===== config.mk =====
export PLATFORM = sky130hd
export DESIGN_NAME = pc_fetch_ctrl
export DESIGN_NICKNAME = d
export VERILOG_FILES = /design/src/rtl/pc_fetch_ctrl.sv
export SDC_FILE = /design/constraint.sdc
export NUM_CORES = 1
export LEC_CHECK = 0
export CAP_MARGIN = 10
export CORE_ASPECT_RATIO = 1.4
export CORE_UTILIZATION = 45
export DETAILED_ROUTE_END_ITERATION = 16
export PLACE_DENSITY = 0.84
export SYNTH_ARGS = -nofsm -noshare
export SYNTH_HDL_FRONTEND = slang
export SYNTH_SLANG_ARGS = --single-unit

===== constraint.sdc =====
create_clock -name clk_i -period 4.75 [get_ports clk_i]
set_clock_uncertainty 0.2 [all_clocks]
set_input_delay 0.95 -clock clk_i [delete_from_list [all_inputs] [get_ports clk_i]]
set_output_delay 0.95 -clock clk_i [all_outputs]
set_load 0.05 [all_outputs]

===== src/rtl/pc_fetch_ctrl.sv =====
// ---------------------------------------------------------------------------
// pc_fetch_ctrl
//
// Program counter owner and instruction fetch sequencer for the RV32 core.
// Issues one fetch at a time to instruction memory (req/gnt, then rvalid),
// holds the returned instruction and hands it downstream with valid/ready.
// A redirect from execute replaces the PC and discards any in-flight or
// held wrong-path instruction.
//
// Parameters:
//   WIDTH     PC / address width in bits
//   RESET_PC  PC loaded on reset (4-byte aligned)
//
// Ports:
//   clk_i             system clock, rising edge
//   rst_ni            asynchronous active-low reset
//   redirect_valid_i  load redirect_pc_i as next fetch PC, flush fetch path
//   redirect_pc_i     redirect target, bits [1:0] forced to zero
//   imem_req_o        fetch request to instruction memory
//   imem_addr_o       fetch address (always equals pc_o)
//   imem_gnt_i        request accepted this cycle
//   imem_rvalid_i     response data valid
//   imem_rdata_i      instruction word from memory
//   inst_valid_o      held instruction is valid
//   inst_o            held instruction
//   inst_pc_o         PC of the held instruction
//   inst_ready_i      downstream accepts the held instruction
//   pc_o              current fetch PC
//
// Optional feature (macro PC_FETCH_PERF_EN):
//   fetch_cnt_o       saturating count of instruction transfers
//   stall_cnt_o       saturating count of REQ-without-gnt and WAIT cycles
// ---------------------------------------------------------------------------
module pc_fetch_ctrl #(
    parameter int unsigned      WIDTH    = 32,
    parameter logic [WIDTH-1:0] RESET_PC = '0
) (
    input  logic             clk_i,
    input  logic             rst_ni,
    input  logic             redirect_valid_i,
    input  logic [WIDTH-1:0] redirect_pc_i,
    output logic             imem_req_o,
    output logic [WIDTH-1:0] imem_addr_o,
    input  logic             imem_gnt_i,
    input  logic             imem_rvalid_i,
    input  logic [31:0]      imem_rdata_i,
    output logic             inst_valid_o,
    output logic [31:0]      inst_o,
    output logic [WIDTH-1:0] inst_pc_o,
    input  logic             inst_ready_i,
`ifdef PC_FETCH_PERF_EN
    output logic [31:0]      fetch_cnt_o,
    output logic [31:0]      stall_cnt_o,
`endif
    output logic [WIDTH-1:0] pc_o
);

    typedef enum logic [1:0] {
        IDLE,
        REQ,
        WAIT,
        HOLD
    } state_e;

    localparam logic [WIDTH-1:0] ALIGN_MASK = ~(WIDTH'(3));
    localparam logic [WIDTH-1:0] PC_STEP    = WIDTH'(4);
    localparam logic [WIDTH-1:0] RESET_PC_A = RESET_PC & ALIGN_MASK;

    state_e           state_q, state_d;
    logic [WIDTH-1:0] pc_q, pc_d;
    logic             kill_q, kill_d;
    logic [31:0]      inst_q, inst_d;
    logic [WIDTH-1:0] inst_pc_q, inst_pc_d;
    logic [WIDTH-1:0] redirect_target;

    // Masking the whole vector keeps pc[1:0] at zero for every redirect.
    assign redirect_target = redirect_pc_i & ALIGN_MASK;

    // State and datapath registers.
    always_ff @(posedge clk_i or negedge rst_ni) begin
        if (!rst_ni) begin
            state_q   <= IDLE;
            pc_q      <= RESET_PC_A;
            kill_q    <= 1'b0;
            inst_q    <= '0;
            inst_pc_q <= '0;
        end else begin
            state_q   <= state_d;
            pc_q      <= pc_d;
            kill_q    <= kill_d;
            inst_q    <= inst_d;
            inst_pc_q <= inst_pc_d;
        end
    end

    // Next-state logic. A redirect always wins: it rewrites the PC in every
    // state, and a fetch already granted is marked killed so its response is
    // dropped rather than captured. rvalid is only looked at in WAIT, so a
    // stale response arriving after reset is ignored.
    always_comb begin
        state_d   = state_q;
        pc_d      = pc_q;
        kill_d    = kill_q;
        inst_d    = inst_q;
        inst_pc_d = inst_pc_q;

        case (state_q)
            IDLE: begin
                if (redirect_valid_i) pc_d = redirect_target;
                state_d = REQ;
            end
            REQ: begin
                if (redirect_valid_i) pc_d = redirect_target;
                if (imem_gnt_i) begin
                    state_d = WAIT;
                    kill_d  = redirect_valid_i;
                end
            end
            WAIT: begin
                if (redirect_valid_i) pc_d = redirect_target;
                if (imem_rvalid_i) begin
                    if (kill_q || redirect_valid_i) begin
                        kill_d  = 1'b0;
                        state_d = REQ;
                    end else begin
                        inst_d    = imem_rdata_i;
                        inst_pc_d = pc_q;
                        pc_d      = pc_q + PC_STEP;
                        state_d   = HOLD;
                    end
                end else if (redirect_valid_i) begin
                    kill_d = 1'b1;
                end
            end
            HOLD: begin
                if (redirect_valid_i) begin
                    pc_d    = redirect_target;
                    state_d = REQ;
                end else if (inst_ready_i) begin
                    state_d = REQ;
                end
            end
            default: state_d = IDLE;
        endcase
    end

    // Outputs come only from registers or the state decode.
    assign imem_req_o   = (state_q == REQ);
    assign imem_addr_o  = pc_q;
    assign pc_o         = pc_q;
    assign inst_valid_o = (state_q == HOLD);
    assign inst_o       = inst_q;
    assign inst_pc_o    = inst_pc_q;

`ifdef PC_FETCH_PERF_EN
    logic        transfer;
    logic        stall;
    logic [31:0] fetch_cnt_q;
    logic [31:0] stall_cnt_q;

    assign transfer = (state_q == HOLD) && inst_ready_i && !redirect_valid_i;
    assign stall    = ((state_q == REQ) && !imem_gnt_i) || (state_q == WAIT);

    // Saturating performance counters.
    always_ff @(posedge clk_i or negedge rst_ni) begin
        if (!rst_ni) begin
            fetch_cnt_q <= '0;
            stall_cnt_q <= '0;
        end else begin
            if (transfer && (fetch_cnt_q != 32'hFFFF_FFFF)) fetch_cnt_q <= fetch_cnt_q + 32'd1;
            if (stall && (stall_cnt_q != 32'hFFFF_FFFF)) stall_cnt_q <= stall_cnt_q + 32'd1;
        end
    end

    assign fetch_cnt_o = fetch_cnt_q;
    assign stall_cnt_o = stall_cnt_q;
`endif

endmodule


# Word level (Yosys, flattened, before mapping)
# Cells that the tools add are included.
[classes]
n_addsub = 1
n_eq_ne = 8
mux = 15
bitwise = 1
n_reduce_logical = 7
[ops]
columns = ["operator", "count"]
rows = [
  ["32-bit 2-to-1 mux", 3],
  ["32-bit case mux with 2 select lines", 1],
  ["32-bit by 3-bit adder with 32-bit output (second input constant)", 1],
  ["2-bit 2-to-1 mux", 5],
  ["2-bit case mux with 4 select lines", 1],
  ["3-bit inequality test (second input constant)", 2],
  ["3-bit AND reduction", 2],
  ["2-bit equality test (second input constant)", 2],
  ["1-bit 2-to-1 mux", 4],
  ["4-bit AND reduction", 1],
  ["3-bit by 2-bit inequality test with 1-bit output (second input constant)", 1],
  ["3-bit OR reduction", 1],
  ["2-bit by 1-bit equality test with 1-bit output (second input constant)", 1],
  ["2-bit logical NOT", 1],
  ["2-bit by 1-bit inequality test with 1-bit output (second input constant)", 1],
  ["2-bit inequality test (second input constant)", 1],
  ["1-bit case mux with 2 select lines", 1],
  ["2-bit nonzero test", 1],
  ["1-bit logical OR", 1],
  ["1-bit inverter", 1],
]
[totals]
regBits = 99
inputBits = 70
output_inout_bits = 130
word_cells = 37

# Longest topological paths before layout
# Gate-level depths: netlist (run 1).
[depth]
depth_word = 4
mapped_depth = 7
depth_no_buf = 6

# Worst setup path after synthesis (run 1)
# No wires, ideal clock.
[synth_path]
path_kind = "input port to flip-flop"
start = "input port imem_rvalid_i"
end = "register pc_q[27], in the netlist imem_addr_o[27]"
setup_time_ps = 82
arrival_time_ps = 2178
required_ps = 4468
slack_ps = 2291
stages = 5
path_buffers = 1
path_cell_list = "nand3b_4 > or3_4 > buf_6 > or4_1 > a31oi_1"
[synth_between]
elab_chain_cells = 2
[synth_rtl]
columns = ["element", "line_no", "text"]
rows = [
  ["start: declaration", "45", "input logic imem_rvalid_i,"],
  ["32-bit 2-to-1 mux", "121", "if (imem_rvalid_i) begin"],
  ["32-bit case mux with 2 select lines", "107", "case (state_q)"],
  ["net pc_d[27]", "70", "logic [WIDTH-1:0] pc_q, pc_d;"],
  ["end signal: assignment", "89", "pc_q <= pc_d;"],
  ["end: declaration", "70", ""],
]
# The timed path passes the listed nets, and every way through them passes these cells.
# A chain may end at the register's enable or synchronous reset.

# Worst setup path after layout (run 1)
[layout_path]
start = "register state_q[1]"
end = "output port imem_req_o"
[layout_between]
elab_chain_cells = 1
[layout_rtl]
columns = ["element", "line_no", "text"]
rows = [
  ["start: declaration", "69", "state_e state_q, state_d;"],
  ["start signal: assignment", "88", "state_q <= state_d;"],
  ["2-bit by 1-bit equality test with 1-bit output", "148", "assign imem_req_o = (state_q == REQ);"],
  ["end: declaration", "42", "output logic imem_req_o,"],
]
# Every way passes these cells.

==> run metrics, run 1 <==
Clock Power Share=0.177; via count=3813; P_sw=1904 uW; slowest CP cell=clkdlybuf4s50_1; RePlAce Congestion=0.7599; Rel. slew slack=0.3770; Fill cells=791; TritonCTS clock tree=done; top cell type's share of synthesized area=0.5179; ant diodes=0; Synth area leader=dfrtp_1; Finish-stage setup viols=0; Mapped Area=4783 um2; Final nets=647; status=finished clean; initial core utilization=0.4622; htree depth=3; total core area=10350 um2; main flop type after synthesis=dfrtp_1; Pins Over Slew Limit=0; Worst Path Arrival=1.94 ns; initial antenna violation count=0; Post-route DRC=0; Mapped Nets=486; Comb pwr share=0.512; critical path class=flop to output port; synth top area cells=dfrtp_1 (52%), mux2_2 (15%), buf_4 (5.0%); clock sinks=99; Routed Wire Length=12230 um; Max Root-Sink Buffers=2; CP Buf/Inv Count=2; HP Start=inst_o[17]$_DFFE_PN0P_; Ports=200; switch share=0.4508; Post-synth EDFFs=0; Yosys Warn Count=0; Worst Hold Endpoint=inst_o[17]$_DFFE_PN0P_; Req. time, crit path=3.60 ns; Crit Reg-Reg Endpoint=imem_addr_o[13]$_DFF_PN0_; Worst Tran Pin Value=0.9260 ns; Root Buffer=clkbuf_16; largest net degree at the start of global routing=66; DR WL/cell=17.13 um; Hold Crit Class=flop to flop; pwr dens=609.2 nW/um2; Post-CTS Resized=0; synthesis-to-finish area growth=44.91%; Vias/cell=5.340; r2r setup slk=2.24 ns; clock period minus worst slack=3.090 ns; cells after synthesis=410; Final ANT Viol Nets=0; clk_lat worst skew=0.34 ns; first-pass GRT wire length=18820 um; die area=11050 um2; Internal=2319 uW; global-route usage over all layers=0.2259; post-synthesis sequential area ratio=0.5179; RR Startpoint=state_q[0]$_DFFE_PN0P_; RSZ-0062 raised after global routing=no; CP delay by family, top=buffers and inverters; global route total overflow=0; CTS Buf Count=9; Post-synth top cells=dfrtp_1 (99), mux2_2 (64), buf_4 (32); Chip Height=124.0 um; IO Port Bufs=197; CTS clock-pin slew for the worst setup and hold paths=0.07 ns; Setup TNS Final=0 ns; crit end category=output port; Critical Path Max Stage Delay=0.83 ns; fin crit share=0.6506; 1st-iter DRT viols=121; DPL Wire Length=8866 um; Detailed Routing Iterations Pass 1=4; layout cells sized above 1=0.1580; Setup Buffers After CTS=0; total of max-cap violations=0; VDD IR-drop max=0.3455 mV; number of global-route vias before repair=3700; Worst Setup Start Kind=flop; die width=89.14 um; Hold Path Cell Cnt=1; CP cell instances=inv_1 -> ha_1 -> clkdlybuf4s50_1; P_leak=0.002843 uW; sequential share of power=0.311; post-synthesis sequential element count=99; top-count cell post-synth=dfrtp_1; Worst R2R Path Depth=6; Max Clk Rate=323.6 MHz; Hold Vio Cnt, Final=0; Max Fanout on Critical Path=5; Async S/R FF share, synth=1.000; Avg Cell Area, Syn=11.67 um2; Hold Slack=0.3068 ns; CTS Hold Bufs=0; synth unique cells=49; Std-Cell Rows=44
power groups by stage:
| stage | Combinational (uW) | Sequential, uW | Clock, uW |
|---|---|---|---|
| after floorplan | 543 | 2220 | 0 |
| after global placement | 2140 | 1310 | 0 |
| after detailed placement | 2170 | 1330 | 0 |
| after CTS | 2180 | 1320 | 763 |
| after global routing | 2260 | 1350 | 795 |
| final | 2160 | 1310 | 748 |
state kept, by name (all words and copies together), names as in the netlist:
name         count
kill_q           1
inst_pc_o       32
inst_o          32
imem_addr_o     32
state_q          2
worst reg2reg max path: stages (launching register included):
cell	delay [ns]
dfrtp_1	0.44
inv_1	0.11
ha_1	0.27
nand3b_4	0.15
nor4_1	0.82
nor3b_1	0.10
a221o_1	0.30
layout by cell type (no fill, tap or decap), types with 2 or more instances in the layout:
| cell | instances |
|---|---|
| a211oi_1 | 4 |
| a21oi_1 | 2 |
| a221o_1 | 2 |
| a22oi_1 | 2 |
| a311oi_1 | 2 |
| a31oi_1 | 10 |
| and2_1 | 2 |
| and3_1 | 5 |
| and4_1 | 5 |
| buf_4 | 5 |
| clkbuf_16 | 9 |
| clkdlybuf4s50_1 | 195 |
| clkinv_4 | 4 |
| dfrtp_1 | 99 |
| ha_1 | 6 |
| inv_1 | 5 |
| mux2_2 | 64 |
| mux2i_1 | 3 |
| nand2_1 | 26 |
| nand2b_1 | 2 |
| nand3_1 | 7 |
| nand4_1 | 9 |
| nor2_1 | 23 |
| nor2b_1 | 5 |
| nor3_1 | 7 |
| nor3b_1 | 3 |
| nor4_1 | 7 |
| nor4b_1 | 2 |
| o21ai_0 | 14 |
| o22ai_1 | 2 |
| o31a_1 | 2 |
| o31ai_1 | 8 |
| or3_1 | 2 |
| or4_1 | 8 |
| xnor2_1 | 7 |
| xor2_1 | 2 |
cells by family after synthesis:
family / count (synthesis) / share of synthesized area
AND/OR/NAND/NOR: 122 / 0.1483
adder cells (fa/ha/maj): 6 / 0.01569
flip-flops: 99 / 0.5179
multiplexers: 67 / 0.1569
XOR/XNOR: 9 / 0.01648
buffers and inverters: 57 / 0.07481
AO/OA/AOI/OAI: 50 / 0.06984
worst max-delay path by stage:
stage                      startpoint                        end  cells past startpoint
2_1_floorplan           imem_rvalid_i  imem_addr_o[27]$_DFF_PN0_                      5
3_3_place_gp            imem_rvalid_i  imem_addr_o[13]$_DFF_PN0_                      5
3_5_place_dp            imem_rvalid_i  imem_addr_o[13]$_DFF_PN0_                      5
4_1_cts        state_q[1]$_DFFE_PN0P_                 imem_req_o                      3
5_1_grt        state_q[1]$_DFFE_PN0P_                 imem_req_o                      3
6_report       state_q[1]$_DFFE_PN0P_                 imem_req_o                      3
per-layer routing:
layer / share of wire / global-route usage
met1: 0.39 / 0.2730
met2: 0.52 / 0.3912
met3: 0.068 / 0.05169
met4: 0.019 / 0.07937
met5: 0 / 0
final cells by class:
class	count	area (um2)	area share
clock inverter	7	85.08	0.01227
inverter	6	22.52	0.003249
tap	138	172.7	0.02491
multi-input combinational	254	1954	0.2819
clock buffer	9	225.2	0.03249
sequential	99	2477	0.3574
timing repair buffer	201	1994	0.2877
metrics by stage:
step / total power [uW] / util / cell area, um2 / worst slack (ns) / std cells
after floorplan: 2760 / - / 4783 / 2.291 / 410
after global placement: 3444 / 0.6397 / 6621 / 1.460 / 698
after detailed placement: 3502 / 0.6397 / 6621 / 1.440 / 698
after CTS: 4256 / 0.6697 / 6932 / 1.654 / 714
after global routing: 4412 / 0.6697 / 6932 / 1.586 / 714
final: 4223 / 0.6697 / 6932 / 1.660 / 714
Note: power is estimated with default switching activity, not from simulation.
==> run 2, diff against run 1 <==
- CORE_UTILIZATION: 45 -> 43
- PLACE_DENSITY: 0.84 -> 0.81
- clock period: 4.75 -> 3.2 ns (I/O delays scaled with it)
==> run 2 against run 1 <==
Core utilization shrank 2.1 points. Sequential share of layout area down 0.43 points. Highest routed layer unchanged. Final cell count grew 1.3%. Clock power increased by 62%. Critical endpoint unchanged. Largest power group unchanged.
==> run metrics, run 2 (synthesis gave the netlist of run 1 again) <==
status=finished clean (unchanged); Multi-input gate area=1954 um2 (unchanged); via count=3829 (was 3813); die width=91.14 um (was 89.14 um); largest net degree at the start of global routing=71 (was 66); global-route usage over all layers=0.2147 (was 0.2259); VDD IR-drop max=0.4937 mV (was 0.3455 mV); Fill cells=856 (was 791); Worst path depth=3 (unchanged); die area=11560 um2 (was 11050 um2); total of max-cap violations=0 (unchanged); initial core utilization=0.4425 (was 0.4622); Hold Slack=0.2130 ns (was 0.3068 ns); Setup Buffers After CTS=0 (unchanged); RePlAce Congestion=0.7596 (was 0.7599); crit end category=output port (unchanged); 1st-iter DRT viols=162 (was 121); RR Startpoint=state_q[0]$_DFFE_PN0P_ (unchanged); Critical Path Max Stage Delay=0.83 ns (about the same); Worst Tran Pin Value=0.8640 ns (was 0.9260 ns); Final nets=652 (was 647); most common cell after layout, fill and taps aside=clkdlybuf4s50_1 (unchanged); Finish-stage setup viols=0 (unchanged); Worst Path Arrival=1.93 ns (was 1.94 ns); IO Port Bufs=197 (unchanged); Setup TNS Final=0 ns (unchanged); layout cells sized above 1=0.1652 (was 0.1580); clock sinks=99 (unchanged); Clock Power Share=0.190 (was 0.177); Worst Slack Setup Final=0.4268 ns (was 1.660 ns); Final ANT Viol Nets=0 (unchanged); Max Fanout on Critical Path=5 (unchanged); critical path class=flop to output port (unchanged); initial antenna violation count=1 (was 0); DPL Wire Length=8742 um (was 8866 um); r2r setup slk=0.82 ns (was 2.24 ns); Max Clk Rate=360.6 MHz; slowest CP cell=clkdlybuf4s50_1 (unchanged); global route total overflow=0 (unchanged); Crit Reg-Reg Endpoint=imem_addr_o[25]$_DFF_PN0_ (was imem_addr_o[13]$_DFF_PN0_); P_sw=2798 uW (was 1904 uW); CTS clock-pin slew for the worst setup and hold paths=0.07 ns (about the same); CTS Buf Count=9 (unchanged); switch share=0.4402 (was 0.4508); Post-route DRC=0 (unchanged); clk_lat worst skew=0.34 ns (about the same); Seq. cell area=2477 um2 (unchanged); Root Buffer=clkbuf_16 (unchanged); Place WS=0.4332 ns (was 1.440 ns); number of global-route vias before repair=3868 (was 3700); placed cell count=706 (was 698); pwr dens=906.0 nW/um2 (was 609.2 nW/um2); Req. time, crit path=2.36 ns (was 3.60 ns); TritonCTS clock tree=done (unchanged); Pins Over Slew Limit=0 (unchanged); Comb pwr share=0.505 (was 0.512); Detailed Routing Iterations Pass 1=4 (unchanged); synthesis-to-finish area growth=46.66% (was 44.91%); Vias/cell=5.296 (was 5.340); sequential share of power=0.305 (was 0.311); Rel. slew slack=0.4240 (was 0.3770); Routed Wire Length=12110 um (was 12230 um); first-pass GRT wire length=19550 um (was 18820 um); Chip Height=126.8 um (was 124.0 um); total core area=10810 um2 (was 10350 um2); Ports=200 (unchanged); most frequent cells in the layout=clkdlybuf4s50_1 (195), dfrtp_1 (99), mux2_2 (64), nand2_1 (26), nor2_1 (23) (unchanged); fin crit share=0.8666; CP Buf/Inv Count=2 (unchanged); htree depth=3 (unchanged); final std cells w/o fill=723 (was 714); fin area=7015 um2 (was 6932 um2); RSZ-0062 raised after global routing=no (unchanged); CTS Hold Bufs=0 (unchanged); CP cell instances=inv_1 -> ha_1 -> clkdlybuf4s50_1 (unchanged); Max Root-Sink Buffers=2 (unchanged); Worst Setup Start Kind=flop (unchanged); DR WL/cell=16.75 um (was 17.13 um); CP delay by family, top=buffers and inverters (unchanged); placed cell area=6675 um2 (was 6621 um2); Worst R2R Path Depth=6 (unchanged); clock period minus worst slack=2.773 ns; Internal=3558 uW (was 2319 uW); P_leak=0.002881 uW (was 0.002843 uW); Hold Crit Class=input pin to async pin (was flop to flop); Post-CTS Resized=0 (unchanged); Std-Cell Rows=45 (was 44); Hold Vio Cnt, Final=0 (unchanged)
-- run 2: worst max path at each step --
stage | start | to | slack [ns]
finish | state_q[1]$_DFFE_PN0P_ | imem_req_o | 0.43
global route | state_q[1]$_DFFE_PN0P_ | imem_req_o | 0.35
CTS | state_q[1]$_DFFE_PN0P_ | imem_req_o | 0.41
detailed placement | imem_rvalid_i | imem_addr_o[25]$_DFF_PN0_ | 0.43
global placement | imem_rvalid_i | imem_addr_o[25]$_DFF_PN0_ | 0.47
floorplan | imem_addr_o[4]$_DFF_PN0_ | imem_addr_o[27]$_DFF_PN0_ | 0.80
-- run 2: layout make-up --
type | instances | share of cell area
Sequential cell | 99 | 0.3531
Tap cell | 141 | 0.02515
Antenna cell | 1 | 0.0003567
Clock inverter | 5 | 0.01213
Timing Repair Buffer | 206 | 0.2914
Inverter | 6 | 0.003210
Clock buffer | 11 | 0.03603
Multi-Input combinational cell | 254 | 0.2786
-- run 2: stage by stage --
step / total power, uW / util
2_1_floorplan: 4097 / -
3_3_place_gp: 5121 / 0.6175
3_5_place_dp: 5194 / 0.6175
4_1_cts: 6407 / 0.6487
5_1_grt: 6610 / 0.6490
6_report: 6356 / 0.6490
-- run 2: metal layers --
| layer | vias up | global-route usage | wire length [um] |
|---|---|---|---|
| li1 | 1793 | - | - |
| met1 | 1870 | 0.2464 | 4771 |
| met2 | 147 | 0.3890 | 6293 |
| met3 | 19 | 0.03717 | 762 |
| met4 | 0 | 0.09524 | 286 |
| met5 | - | 0 | 0 |
-- run 2: power groups by stage --
| stage | registers (uW) | logic, uW | clock network, uW |
|---|---|---|---|
| after floorplan | 3290 | 806 | 0 |
| after global placement | 1940 | 3180 | 0 |
| after detailed placement | 1970 | 3230 | 0 |
| after global routing | 2010 | 3330 | 1270 |
| final | 1940 | 3210 | 1210 |
| after CTS | 1940 | 3230 | 1230 |
==> run 3, diff against run 2 <==
- CORE_UTILIZATION: 43 -> 39
- PLACE_DENSITY: 0.81 -> 0.77
- clock period: 3.2 -> 2.5 ns (I/O delays scaled with it)
==> run 3 against run 2 <==
Core utilization is 4.4 points lower. Clock-buffer cell count shrank 2. Combinational power increased by 30%. Clock power is 30% higher. First-iteration DRC count fell by 22%. Critical path depth decreased by 2. Wire length grew 5.8%. Via count up 0.42%. Sequential cell count is the same. Largest cell class unchanged. Largest power group unchanged.
==> run metrics, run 3 (synthesis gave the netlist of run 1 again) <==
Crit Reg-Reg Endpoint=imem_addr_o[27]$_DFF_PN0_ (was imem_addr_o[25]$_DFF_PN0_); clk_lat worst skew=0.34 ns (about the same); most common cell after layout, fill and taps aside=clkdlybuf4s50_1 (unchanged); Tot Pwr=8225 uW (was 6356 uW); CP delay by family, top=buffers and inverters (unchanged); Req. time, crit path=1.80 ns (was 2.36 ns); Hold Slack=0.3054 ns (was 0.2130 ns); Hold Crit Class=flop to flop (was input pin to async pin); Place WS=-0.06812 ns (was 0.4332 ns); CTS Buf Count=9 (unchanged); Worst Slack Setup Final=0.05356 ns (was 0.4268 ns); placed cell count=726 (was 706); IO Port Bufs=197 (unchanged); 1st-iter DRT viols=127 (was 162); Chip Height=133.0 um (was 126.8 um); htree depth=3 (unchanged); final std cells w/o fill=742 (was 723); Hold Vio Cnt, Final=0 (unchanged); slowest CP cell=clkdlybuf4s50_1 (unchanged); most frequent cells in the layout=clkdlybuf4s50_1 (186), dfrtp_1 (99), mux2_2 (64), nand2_1 (26), nor2_1 (23) (was clkdlybuf4s50_1 (195), dfrtp_1 (99), mux2_2 (64), nand2_1 (26), nor2_1 (23)); Critical Path Max Stage Delay=0.87 ns (was 0.83 ns); Routed Wire Length=12810 um (was 12110 um); initial antenna violation count=0 (was 1); Final ANT Viol Nets=0 (unchanged); RSZ-0062 raised after global routing=no (unchanged); CP cell instances=clkdlybuf4s50_1 (was inv_1 -> ha_1 -> clkdlybuf4s50_1); Worst Setup Start Kind=flop (unchanged); clock period minus worst slack=2.446 ns; first-pass GRT wire length=20620 um (was 19550 um); Post-route DRC=0 (unchanged); Worst path depth=1 (was 3); ant diodes=0 (was 1); Fill cells=967 (was 856); total core area=11880 um2 (was 10810 um2); Std-Cell Rows=47 (was 45); Pins Over Slew Limit=0 (unchanged); pwr dens=1145 nW/um2 (was 906.0 nW/um2); fin crit share=0.9786; RR Startpoint=state_q[0]$_DFFE_PN0P_ (unchanged); Worst R2R Path Depth=6 (unchanged); Seq. cell area=2477 um2 (unchanged); Vias/cell=5.182 (was 5.296); CP endpoint=pc_o[10] (was imem_req_o); Root Buffer=clkbuf_16 (unchanged); global route total overflow=0 (unchanged); Ports=200 (unchanged); P_leak=0.003026 uW (was 0.002881 uW); r2r setup slk=0.19 ns (was 0.82 ns); layout cells sized above 1=0.1866 (was 0.1652); Final nets=667 (was 652); synthesis-to-finish area growth=50.17% (was 46.66%); die area=12720 um2 (was 11560 um2); global-route usage over all layers=0.2124 (was 0.2147); Max Root-Sink Buffers=2 (unchanged); RePlAce Congestion=0.7582 (was 0.7596); CP Buf/Inv Count=1 (was 2); CTS clock-pin slew for the worst setup and hold paths=0.07 ns (about the same); via count=3845 (was 3829); DR WL/cell=17.27 um (was 16.75 um); status=finished clean (unchanged); crit end category=output port (unchanged); critical path class=flop to output port (unchanged); Finish-stage setup viols=0 (unchanged); total of max-cap violations=0 (unchanged); number of global-route vias before repair=4093 (was 3868); Max Clk Rate=408.8 MHz; Detailed Routing Iterations Pass 1=4 (unchanged); VDD IR-drop max=0.6648 mV (was 0.4937 mV); Worst Tran Pin Value=0.6217 ns (was 0.8640 ns); Max Fanout on Critical Path=8 (was 5); DPL Wire Length=9612 um (was 8742 um); initial core utilization=0.4027 (was 0.4425); die width=95.60 um (was 91.14 um); clock sinks=99 (unchanged); TritonCTS clock tree=done (unchanged); Multi-input gate area=1954 um2 (unchanged); CP startpoint=imem_addr_o[10]$_DFF_PN0_ (was state_q[1]$_DFFE_PN0P_); Rel. slew slack=0.5855 (was 0.4240); largest net degree at the start of global routing=46 (was 71); Worst Path Arrival=1.75 ns (was 1.93 ns)
run 3: worst min path at each step:
| stage | endpoint | cells past startpoint | slack, ns | from |
|---|---|---|---|---|
| after floorplan | imem_addr_o[0]$_DFFE_PN0P_ | 0 | 0.004 | rst_ni |
| after global placement | inst_o[31]$_DFFE_PN0P_ | 1 | 0.29 | inst_o[31]$_DFFE_PN0P_ |
| after detailed placement | inst_o[26]$_DFFE_PN0P_ | 1 | 0.30 | inst_o[26]$_DFFE_PN0P_ |
| after CTS | inst_pc_o[30]$_DFFE_PN0P_ | 1 | 0.31 | inst_pc_o[30]$_DFFE_PN0P_ |
| after global routing | inst_o[28]$_DFFE_PN0P_ | 1 | 0.33 | inst_o[28]$_DFFE_PN0P_ |
| final | inst_pc_o[25]$_DFFE_PN0P_ | 1 | 0.31 | inst_pc_o[25]$_DFFE_PN0P_ |
run 3: power by group:
| group | internal, uW | switching [uW] |
|---|---|---|
| Sequential | 2120 | 363 |
| Clock | 976 | 594 |
| Combinational | 1520 | 2650 |
| Total | 4620 | 3610 |
run 3: layout make-up:
| class | instances | area share |
|---|---|---|
| clock buffers | 9 | 0.03135 |
| clock inverters | 6 | 0.01585 |
| inverters | 6 | 0.003135 |
| multi-input cells | 254 | 0.2721 |
| flip-flops and latches | 99 | 0.3449 |
| well taps | 147 | 0.02561 |
| repair buffers | 221 | 0.3071 |
run 3: timing repair:
item / 4_1_cts / 5_1_grt
gates resized for setup: 1 / 6
gates cloned: 0 / 0
pin swaps: 0 / 0
endpoints found under the setup margin: 1 / 7
endpoints found under the hold margin: 28 / 0
setup buffers: 0 / 0
hold buffers: 1 / 0
run 3: through the flow:
step | TNS [ns] | area (um2) | utilization
finish | 0 | 7183 | 0.6047
global placement | -0.02912 | 6820 | 0.5742
floorplan | 0 | 4783 | -
detailed placement | -2.969 | 6820 | 0.5742
global route | 0 | 7183 | 0.6047
CTS | 0 | 7168 | 0.6034
run 3: per-layer routing:
metal,GRT usage,share of wire,vias up
li1,-,-,1814
met1,0.2495,0.38,1874
met2,0.3659,0.53,135
met3,0.04770,0.060,22
met4,0.08872,0.022,0
met5,0,0,-
